`src/rtl/spi_reg_sequencer_if.sv`:
```
// Bundles the command, response and SPI-engine handshake signals of spi_reg_sequencer.
// slave: the sequencer's view; master: the environment (command issuer plus SPI engine).
interface spi_reg_sequencer_if #(
    parameter int ADDR_WIDTH    = 7,
    parameter int DATA_WIDTH    = 8,
    parameter int SPI_LEN_WIDTH = 5,
    parameter int SPI_MAX_LEN   = 16
);
    logic                     cmd_valid_i;
    logic                     cmd_ready_o;
    logic                     cmd_write_i;
    logic [ADDR_WIDTH-1:0]    cmd_addr_i;
    logic [DATA_WIDTH-1:0]    cmd_wdata_i;

    logic                     rsp_valid_o;
    logic                     rsp_ready_i;
    logic [DATA_WIDTH-1:0]    rsp_rdata_o;
    logic                     rsp_write_o;

    logic                     spi_wrvalid_o;
    logic                     spi_wrready_i;
    logic [SPI_LEN_WIDTH-1:0] spi_wrlen_o;
    logic [SPI_MAX_LEN-1:0]   spi_wrdata_o;
    logic                     spi_rdvalid_i;
    logic                     spi_rdready_o;
    logic [SPI_MAX_LEN-1:0]   spi_rddata_i;

    modport slave (
        input  cmd_valid_i, cmd_write_i, cmd_addr_i, cmd_wdata_i,
        input  rsp_ready_i,
        input  spi_wrready_i, spi_rdvalid_i, spi_rddata_i,
        output cmd_ready_o,
        output rsp_valid_o, rsp_rdata_o, rsp_write_o,
        output spi_wrvalid_o, spi_wrlen_o, spi_wrdata_o, spi_rdready_o
    );

    modport master (
        output cmd_valid_i, cmd_write_i, cmd_addr_i, cmd_wdata_i,
        output rsp_ready_i,
        output spi_wrready_i, spi_rdvalid_i, spi_rddata_i,
        input  cmd_ready_o,
        input  rsp_valid_o, rsp_rdata_o, rsp_write_o,
        input  spi_wrvalid_o, spi_wrlen_o, spi_wrdata_o, spi_rdready_o
    );
endinterface

```
`src/rtl/spi_reg_sequencer.sv`:
```
// Register-access front end for the SPI transaction engine: one command in flight, packed into one frame.
// Optional SPI_REG_SEQ_STATS_EN adds write/read response counters with a synchronous clear.
module spi_reg_sequencer #(
    parameter int ADDR_WIDTH    = 7,
    parameter int DATA_WIDTH    = 8,
    parameter int SPI_LEN_WIDTH = 5,
    parameter int SPI_MAX_LEN   = 16
) (
    input  logic                clk_i,
    input  logic                rst_ni,
    spi_reg_sequencer_if.slave  bus
`ifdef SPI_REG_SEQ_STATS_EN
    ,
    input  logic                stat_clear_i,
    output logic [15:0]         stat_wr_count_o,
    output logic [15:0]         stat_rd_count_o
`endif
);

    localparam int FRAME_W = 1 + ADDR_WIDTH + DATA_WIDTH;

    typedef enum logic [1:0] {
        S_IDLE,
        S_ISSUE,
        S_WAIT_RD,
        S_RESPOND
    } state_e;

    state_e                  state_q, state_d;
    logic                    cmd_ready_q, cmd_ready_d;
    logic                    spi_wrvalid_q, spi_wrvalid_d;
    logic                    spi_rdready_q, spi_rdready_d;
    logic                    rsp_valid_q, rsp_valid_d;
    logic                    rsp_write_q, rsp_write_d;
    logic [DATA_WIDTH-1:0]   rsp_rdata_q, rsp_rdata_d;
    logic [SPI_MAX_LEN-1:0]  frame_q, frame_d;

    logic                    cmd_hs, wr_hs, rd_hs, rsp_hs;
    logic [DATA_WIDTH-1:0]   wdata_field;
    logic [SPI_MAX_LEN-1:0]  frame_new;

    // Handshakes qualify with registered enables only, so no input reaches an output combinationally.
    assign cmd_hs = bus.cmd_valid_i   && cmd_ready_q;
    assign wr_hs  = bus.spi_wrready_i && spi_wrvalid_q;
    assign rd_hs  = bus.spi_rdvalid_i && spi_rdready_q;
    assign rsp_hs = bus.rsp_ready_i   && rsp_valid_q;

    always_comb begin
        // NOTE: every signal written here gets a default first, otherwise untaken branches infer latches.
        state_d     = state_q;
        rsp_write_d = rsp_write_q;
        rsp_rdata_d = rsp_rdata_q;
        frame_d     = frame_q;

        wdata_field = bus.cmd_write_i ? bus.cmd_wdata_i : '0;
        frame_new   = '0;
        frame_new[FRAME_W-1:0] = {~bus.cmd_write_i, bus.cmd_addr_i, wdata_field};

        unique case (state_q)
            S_IDLE: begin
                if (cmd_hs) begin
                    frame_d     = frame_new;
                    rsp_write_d = bus.cmd_write_i;
                    state_d     = S_ISSUE;
                end
            end
            S_ISSUE: begin
                if (wr_hs) state_d = S_WAIT_RD;
            end
            S_WAIT_RD: begin
                if (rd_hs) begin
                    rsp_rdata_d = rsp_write_q ? '0 : bus.spi_rddata_i[DATA_WIDTH-1:0];
                    state_d     = S_RESPOND;
                end
            end
            S_RESPOND: begin
                if (rsp_hs) state_d = S_IDLE;
            end
            default: state_d = S_IDLE;
        endcase

        // Output enables follow the next state so each is high exactly in its own state.
        cmd_ready_d   = (state_d == S_IDLE);
        spi_wrvalid_d = (state_d == S_ISSUE);
        spi_rdready_d = (state_d == S_WAIT_RD);
        rsp_valid_d   = (state_d == S_RESPOND);
    end

    always_ff @(posedge clk_i or negedge rst_ni) begin
        if (!rst_ni) begin
            state_q       <= S_IDLE;
            cmd_ready_q   <= 1'b0;
            spi_wrvalid_q <= 1'b0;
            spi_rdready_q <= 1'b0;
            rsp_valid_q   <= 1'b0;
            rsp_write_q   <= 1'b0;
            rsp_rdata_q   <= '0;
            frame_q       <= '0;
        end else begin
            // NOTE: non-blocking assignments keep every flop sampling pre-edge values regardless of order.
            state_q       <= state_d;
            cmd_ready_q   <= cmd_ready_d;
            spi_wrvalid_q <= spi_wrvalid_d;
            spi_rdready_q <= spi_rdready_d;
            rsp_valid_q   <= rsp_valid_d;
            rsp_write_q   <= rsp_write_d;
            rsp_rdata_q   <= rsp_rdata_d;
            frame_q       <= frame_d;
        end
    end

    assign bus.cmd_ready_o   = cmd_ready_q;
    assign bus.spi_wrvalid_o = spi_wrvalid_q;
    assign bus.spi_rdready_o = spi_rdready_q;
    assign bus.spi_wrdata_o  = frame_q;
    assign bus.spi_wrlen_o   = SPI_LEN_WIDTH'(FRAME_W);
    assign bus.rsp_valid_o   = rsp_valid_q;
    assign bus.rsp_write_o   = rsp_write_q;
    assign bus.rsp_rdata_o   = rsp_rdata_q;

`ifdef SPI_REG_SEQ_STATS_EN
    logic [15:0] stat_wr_q, stat_wr_d;
    logic [15:0] stat_rd_q, stat_rd_d;

    always_comb begin
        stat_wr_d = stat_wr_q;
        stat_rd_d = stat_rd_q;
        if (stat_clear_i) begin
            stat_wr_d = '0;
            stat_rd_d = '0;
        end else if (rsp_hs) begin
            if (rsp_write_q) stat_wr_d = stat_wr_q + 16'd1;
            else             stat_rd_d = stat_rd_q + 16'd1;
        end
    end

    always_ff @(posedge clk_i or negedge rst_ni) begin
        if (!rst_ni) begin
            stat_wr_q <= '0;
            stat_rd_q <= '0;
        end else begin
            stat_wr_q <= stat_wr_d;
            stat_rd_q <= stat_rd_d;
        end
    end

    assign stat_wr_count_o = stat_wr_q;
    assign stat_rd_count_o = stat_rd_q;
`endif

endmodule

```
`src/flat_wrapper.sv`:
```
// flat-port wrapper written by rule: the top's interface ports become plain ports
module spi_reg_sequencer_flat 
#(
    parameter int ADDR_WIDTH    = 7,
    parameter int DATA_WIDTH    = 8,
    parameter int SPI_LEN_WIDTH = 5,
    parameter int SPI_MAX_LEN   = 16
)
  (clk_i, rst_ni, bus_cmd_valid_i, bus_cmd_write_i, bus_cmd_addr_i, bus_cmd_wdata_i, bus_rsp_ready_i, bus_spi_wrready_i, bus_spi_rdvalid_i, bus_spi_rddata_i, bus_cmd_ready_o, bus_rsp_valid_o, bus_rsp_rdata_o, bus_rsp_write_o, bus_spi_wrvalid_o, bus_spi_wrlen_o, bus_spi_wrdata_o, bus_spi_rdready_o);
  spi_reg_sequencer_if #(.ADDR_WIDTH(ADDR_WIDTH), .DATA_WIDTH(DATA_WIDTH), .SPI_LEN_WIDTH(SPI_LEN_WIDTH), .SPI_MAX_LEN(SPI_MAX_LEN)) bus_i ();
  input  logic clk_i;
  input  logic rst_ni;
  input wire logic [$bits(bus_i.cmd_valid_i)-1:0] bus_cmd_valid_i;
  input wire logic [$bits(bus_i.cmd_write_i)-1:0] bus_cmd_write_i;
  input wire logic [$bits(bus_i.cmd_addr_i)-1:0] bus_cmd_addr_i;
  input wire logic [$bits(bus_i.cmd_wdata_i)-1:0] bus_cmd_wdata_i;
  input wire logic [$bits(bus_i.rsp_ready_i)-1:0] bus_rsp_ready_i;
  input wire logic [$bits(bus_i.spi_wrready_i)-1:0] bus_spi_wrready_i;
  input wire logic [$bits(bus_i.spi_rdvalid_i)-1:0] bus_spi_rdvalid_i;
  input wire logic [$bits(bus_i.spi_rddata_i)-1:0] bus_spi_rddata_i;
  output wire logic [$bits(bus_i.cmd_ready_o)-1:0] bus_cmd_ready_o;
  output wire logic [$bits(bus_i.rsp_valid_o)-1:0] bus_rsp_valid_o;
  output wire logic [$bits(bus_i.rsp_rdata_o)-1:0] bus_rsp_rdata_o;
  output wire logic [$bits(bus_i.rsp_write_o)-1:0] bus_rsp_write_o;
  output wire logic [$bits(bus_i.spi_wrvalid_o)-1:0] bus_spi_wrvalid_o;
  output wire logic [$bits(bus_i.spi_wrlen_o)-1:0] bus_spi_wrlen_o;
  output wire logic [$bits(bus_i.spi_wrdata_o)-1:0] bus_spi_wrdata_o;
  output wire logic [$bits(bus_i.spi_rdready_o)-1:0] bus_spi_rdready_o;
  assign bus_i.cmd_valid_i = bus_cmd_valid_i;
  assign bus_i.cmd_write_i = bus_cmd_write_i;
  assign bus_i.cmd_addr_i = bus_cmd_addr_i;
  assign bus_i.cmd_wdata_i = bus_cmd_wdata_i;
  assign bus_i.rsp_ready_i = bus_rsp_ready_i;
  assign bus_i.spi_wrready_i = bus_spi_wrready_i;
  assign bus_i.spi_rdvalid_i = bus_spi_rdvalid_i;
  assign bus_i.spi_rddata_i = bus_spi_rddata_i;
  assign bus_cmd_ready_o = bus_i.cmd_ready_o;
  assign bus_rsp_valid_o = bus_i.rsp_valid_o;
  assign bus_rsp_rdata_o = bus_i.rsp_rdata_o;
  assign bus_rsp_write_o = bus_i.rsp_write_o;
  assign bus_spi_wrvalid_o = bus_i.spi_wrvalid_o;
  assign bus_spi_wrlen_o = bus_i.spi_wrlen_o;
  assign bus_spi_wrdata_o = bus_i.spi_wrdata_o;
  assign bus_spi_rdready_o = bus_i.spi_rdready_o;
  spi_reg_sequencer #(.ADDR_WIDTH(ADDR_WIDTH), .DATA_WIDTH(DATA_WIDTH), .SPI_LEN_WIDTH(SPI_LEN_WIDTH), .SPI_MAX_LEN(SPI_MAX_LEN)) u_core (.clk_i(clk_i), .rst_ni(rst_ni), .bus(bus_i));
endmodule
```
`config.mk`:
```
export PLATFORM = sky130hd
export DESIGN_NAME = spi_reg_sequencer_flat
export DESIGN_NICKNAME = d
export VERILOG_FILES = /design/src/rtl/spi_reg_sequencer_if.sv /design/src/rtl/spi_reg_sequencer.sv /design/src/flat_wrapper.sv
export SDC_FILE = /design/constraint.sdc
export NUM_CORES = 1
export LEC_CHECK = 0
export ABC_AREA = 1
export BUFFER_PORTS_ARGS = -buffer_cell sky130_fd_sc_hd__buf_2
export CORE_MARGIN = 3
export CORE_UTILIZATION = 45
export DETAILED_ROUTE_END_ITERATION = 16
export GPL_TIMING_DRIVEN = 0
export PLACE_DENSITY = 0.87
export SLEW_MARGIN = 20
export SYNTH_ARGS = -nofsm -noshare
export SYNTH_HDL_FRONTEND = slang
export SYNTH_SLANG_ARGS = --single-unit
```
`constraint.sdc`:
```
create_clock -name clk_i -period 1.7 [get_ports clk_i]
set_input_delay 0.255 -clock clk_i [delete_from_list [all_inputs] [get_ports clk_i]]
set_output_delay 0.255 -clock clk_i [all_outputs]
set_load 0.03 [all_outputs]
```
==> results by group <==
Worst setup path
  – Worst Setup Start Kind: register
  – FF-to-FF End: u_core.bus.rsp_write_o
  – Worst-path maximum fanout: 9
  – RR Startpoint: u_core.state_q[0]
  – WP data required: 1.91 ns
  – Cell depth of the worst flop-to-flop path: 4
  – Reg2reg setup slack: 0.48 ns
  – CP Class: reg -> reg
  – Crit end category: register
  – Worst EP arrival: 1.43 ns

Synthesis
  – Adder-Cell Fraction of Synth Area: 0%
  – Post-synthesis mux area share: 0%
  – Synth cell types: 21
  – Register bit total from synthesis: 31
  – Sequential share of the synthesized area: 58.38%
  – Synthesized netlist cell count: 144
  – Largest family of logic cells by synthesized area: simple AND/OR/NAND/NOR gates
  – Compound-gate portion of the synthesized area: 11.30%
  – Yosys warnings: 0
  – Mapped Avg Cell Area: 9.228 um^2
  – Simple-gate share of the synthesized area: 23.16%
  – Post-synthesis xor/xnor area fraction: 0%
  – Post-synthesis cell area: 0.001329 mm^2

Clock tree
  – Cts bufs inserted: 5
  – # H-tree levels: 2
  – Cts hold-fix bufs: 1
  – Clk buf depth: 2
  – Clock Sinks: 31
  – Post_cts resized: 0
  – Clk_lat worst skew: 0.31 ns
  – Clk slew on worst S/H paths: 0.09 ns
  – TritonCTS clock tree: built
  – Root Buffer: clkbuf_4
  – Setup Buffers After CTS: 0

Job
  – Max-Cap Viols: 0

Cells and area
  – Finished Core Util: 61.67%
  – # nets final: 250
  – Non-filler instance count after layout: 242
  – Area of the multi-input gates: 476.7 um^2
  – Area growth from synthesis to layout: 29.10%
  – Sequential cell area: 775.7 um^2
  – Share of layout cells above drive strength 1: 42.18%
  – Ant. Diodes: 0
  – FILL cells: 278

Worst hold path
  – Worst hold stages: 3
  – Worst Hold Class: in -> reg
  – Hold wc startpoint: bus_cmd_addr_i[1]
  – Hold worst-path end: u_core.bus.spi_wrdata_o[9]

Outcome
  – Status: finished clean

Timing
  – Final setup vio count: 0
  – Slew @ Worst Pin: 0.6518 ns
  – Period utilization: 71.60%
  – Relative slew slack: 56.55%
  – Slew Limit Fails: 0
  – RSZ-0062 raised after global routing: false
  – Tmin final: 1.217 ns
  – Max Freq: 0.8215 GHz
  – Clock skew: 0.005440 ns
  – Fin. Hold Viols: 0
  – Setup TNS: 0 ns

Global route
  – GR Util All Layers: 16.13%
  – Initial antenna violation count: 0
  – First-pass GRT wire length: 4284 um
  – Pin count of the biggest net entering global routing: 32
  – Vias in the first global route: 992
  – Grt total ovfl: 0

Floorplan
  – Die H: 60.34 um
  – Full die area: 0.003641 mm^2
  – I/O pins: 72
  – Die width: 60.34 um
  – Cell Rows: 19
  – Initial Util: 47.77%
  – Core Area: 0.002781 mm^2

Placement
  – Placed insts: 235
  – HPWL after DPL: 1985 um
  – GP Congestion: 0.7880
  – Port bufs: 57

Power and ir drop
  – Maximum vdd drop: 1214 uV
  – Clock power share: 11.7%
  – Pint: 1645 uW
  – Pwr dens: 1817 mW/mm^2
  – Combinational share of power: 49.7%
  – Sw power: 1471 uW
  – Lkg Pwr: 0.0009949 uW
  – Part of the power in registers: 38.7%
  – Sw Ratio: 47.21%

Drt
  – Drt pass-1 iters: 4
  – DRT Wirelength: 2664 um
  – Post-route DRC violation count: 0
  – DR vias/cell: 4.628
  – Per-cell routed wire length: 11.01 um
  – Antenna violation net count after detailed routing: 0
  – Detailed Route Iter0 Violations: 23
  – Routed via count: 1120
area by class of cell:
cell class,count,area share [%]
flip-flops and latches,31,45.22
multi-input cells,101,27.79
repair buffers,58,17.21
plain buffers,9,3.793
clock buffers,6,2.407
well taps,31,2.261
inverters,6,1.313
cell usage after synthesis:
library cell  number  area (um^2)
a21oi_1            1        5.000
buf_1              1        3.750
buf_2              1        5.000
buf_4              6        45.04
buf_6              1        11.26
conb_1             2        7.510
dfrtp_1           31        775.7
inv_1              5        18.77
inv_2              1        3.750
nand2_1           61        229.0
nand2_2            3        18.77
nand3_1            2        10.01
nand4_1            1        6.260
nor2_1             7        26.28
nor2_2             1        6.260
nor3_1             1        5.000
o21a_1             1        7.510
o21ai_0            1        5.000
o21ai_1            2        10.01
o21ai_2           14        122.6
or2_1              1        6.260
worst max-delay path by stage:
stage                            from                           to  slack (ns)
3_5_place_dp        u_core.state_q[0]  u_core.bus.spi_wrdata_o[13]        0.48
4_1_cts             u_core.state_q[0]  u_core.bus.spi_wrdata_o[13]        0.46
3_3_place_gp        u_core.state_q[0]       u_core.bus.rsp_write_o        0.49
5_1_grt             u_core.state_q[0]     u_core.bus.spi_wrvalid_o        0.37
6_report            u_core.state_q[0]       u_core.bus.rsp_write_o        0.48
2_1_floorplan  u_core.bus.cmd_ready_o       u_core.bus.rsp_write_o        0.53
critical path, stage by stage (launching register included):
cell and delay, ns:
dfrtp_1 0.42, nor2_2 0.18, nand2_2 0.15, or2_1 0.25
o21a_1 0.10
registers in the layout, summed over array words and instances, names as in the netlist:
register	flops
u_core.bus.cmd_ready_o	1
u_core.bus.rsp_rdata_o	8
u_core.bus.spi_wrdata_o	16
u_core.state_q	2
u_core.bus.spi_rdready_o	1
u_core.bus.spi_wrvalid_o	1
u_core.bus.rsp_write_o	1
u_core.bus.rsp_valid_o	1
power by group through the flow:
stage / clock (uW) / combinational, uW / sequential, uW
final: 364 / 1550 / 1200
after global placement: 0 / 1540 / 1210
after global routing: 418 / 1690 / 1250
after detailed placement: 0 / 1570 / 1210
after floorplan: 0 / 565 / 1760
after CTS: 384 / 1570 / 1210
layer usage:
layer,track usage (%),vias up,wire length (um)
li1,-,571,-
met2,25.46,46,1288
met1,20.47,500,1098
met5,0,-,0
met3,5.319,3,253
met4,6.646,0,24
kinds of logic (layout without fill, tap and decap cells):
kind of cell	after synthesis	after routing
compound gates	19	19
buf+inv	15	79
flops	31	31
other cells	2	5
simple gates	77	77
cells in the final DEF, fill, tap and decap left out, types with 3 or more instances in the layout:
cell / instances
nand2_1: 61
buf_2: 58
dfrtp_1: 31
o21ai_2: 14
nor2_1: 7
buf_4: 6
inv_1: 5
conb_1: 5
clkbuf_4: 5
nand2_2: 3
through the flow:
stage          cell area [um^2]  total power (uW)  worst slack [ns]  hold WS [ns]
6_report                   1715              3116            0.4827        0.1313
5_1_grt                    1715              3363            0.3731        0.1124
4_1_cts                    1715              3166            0.4617        0.1152
3_5_place_dp               1664              2782            0.4819        0.3268
3_3_place_gp               1664              2745            0.4930        0.3220
2_1_floorplan              1340              2327            0.5322      -0.04059
(Power assumes the default switching activity.)
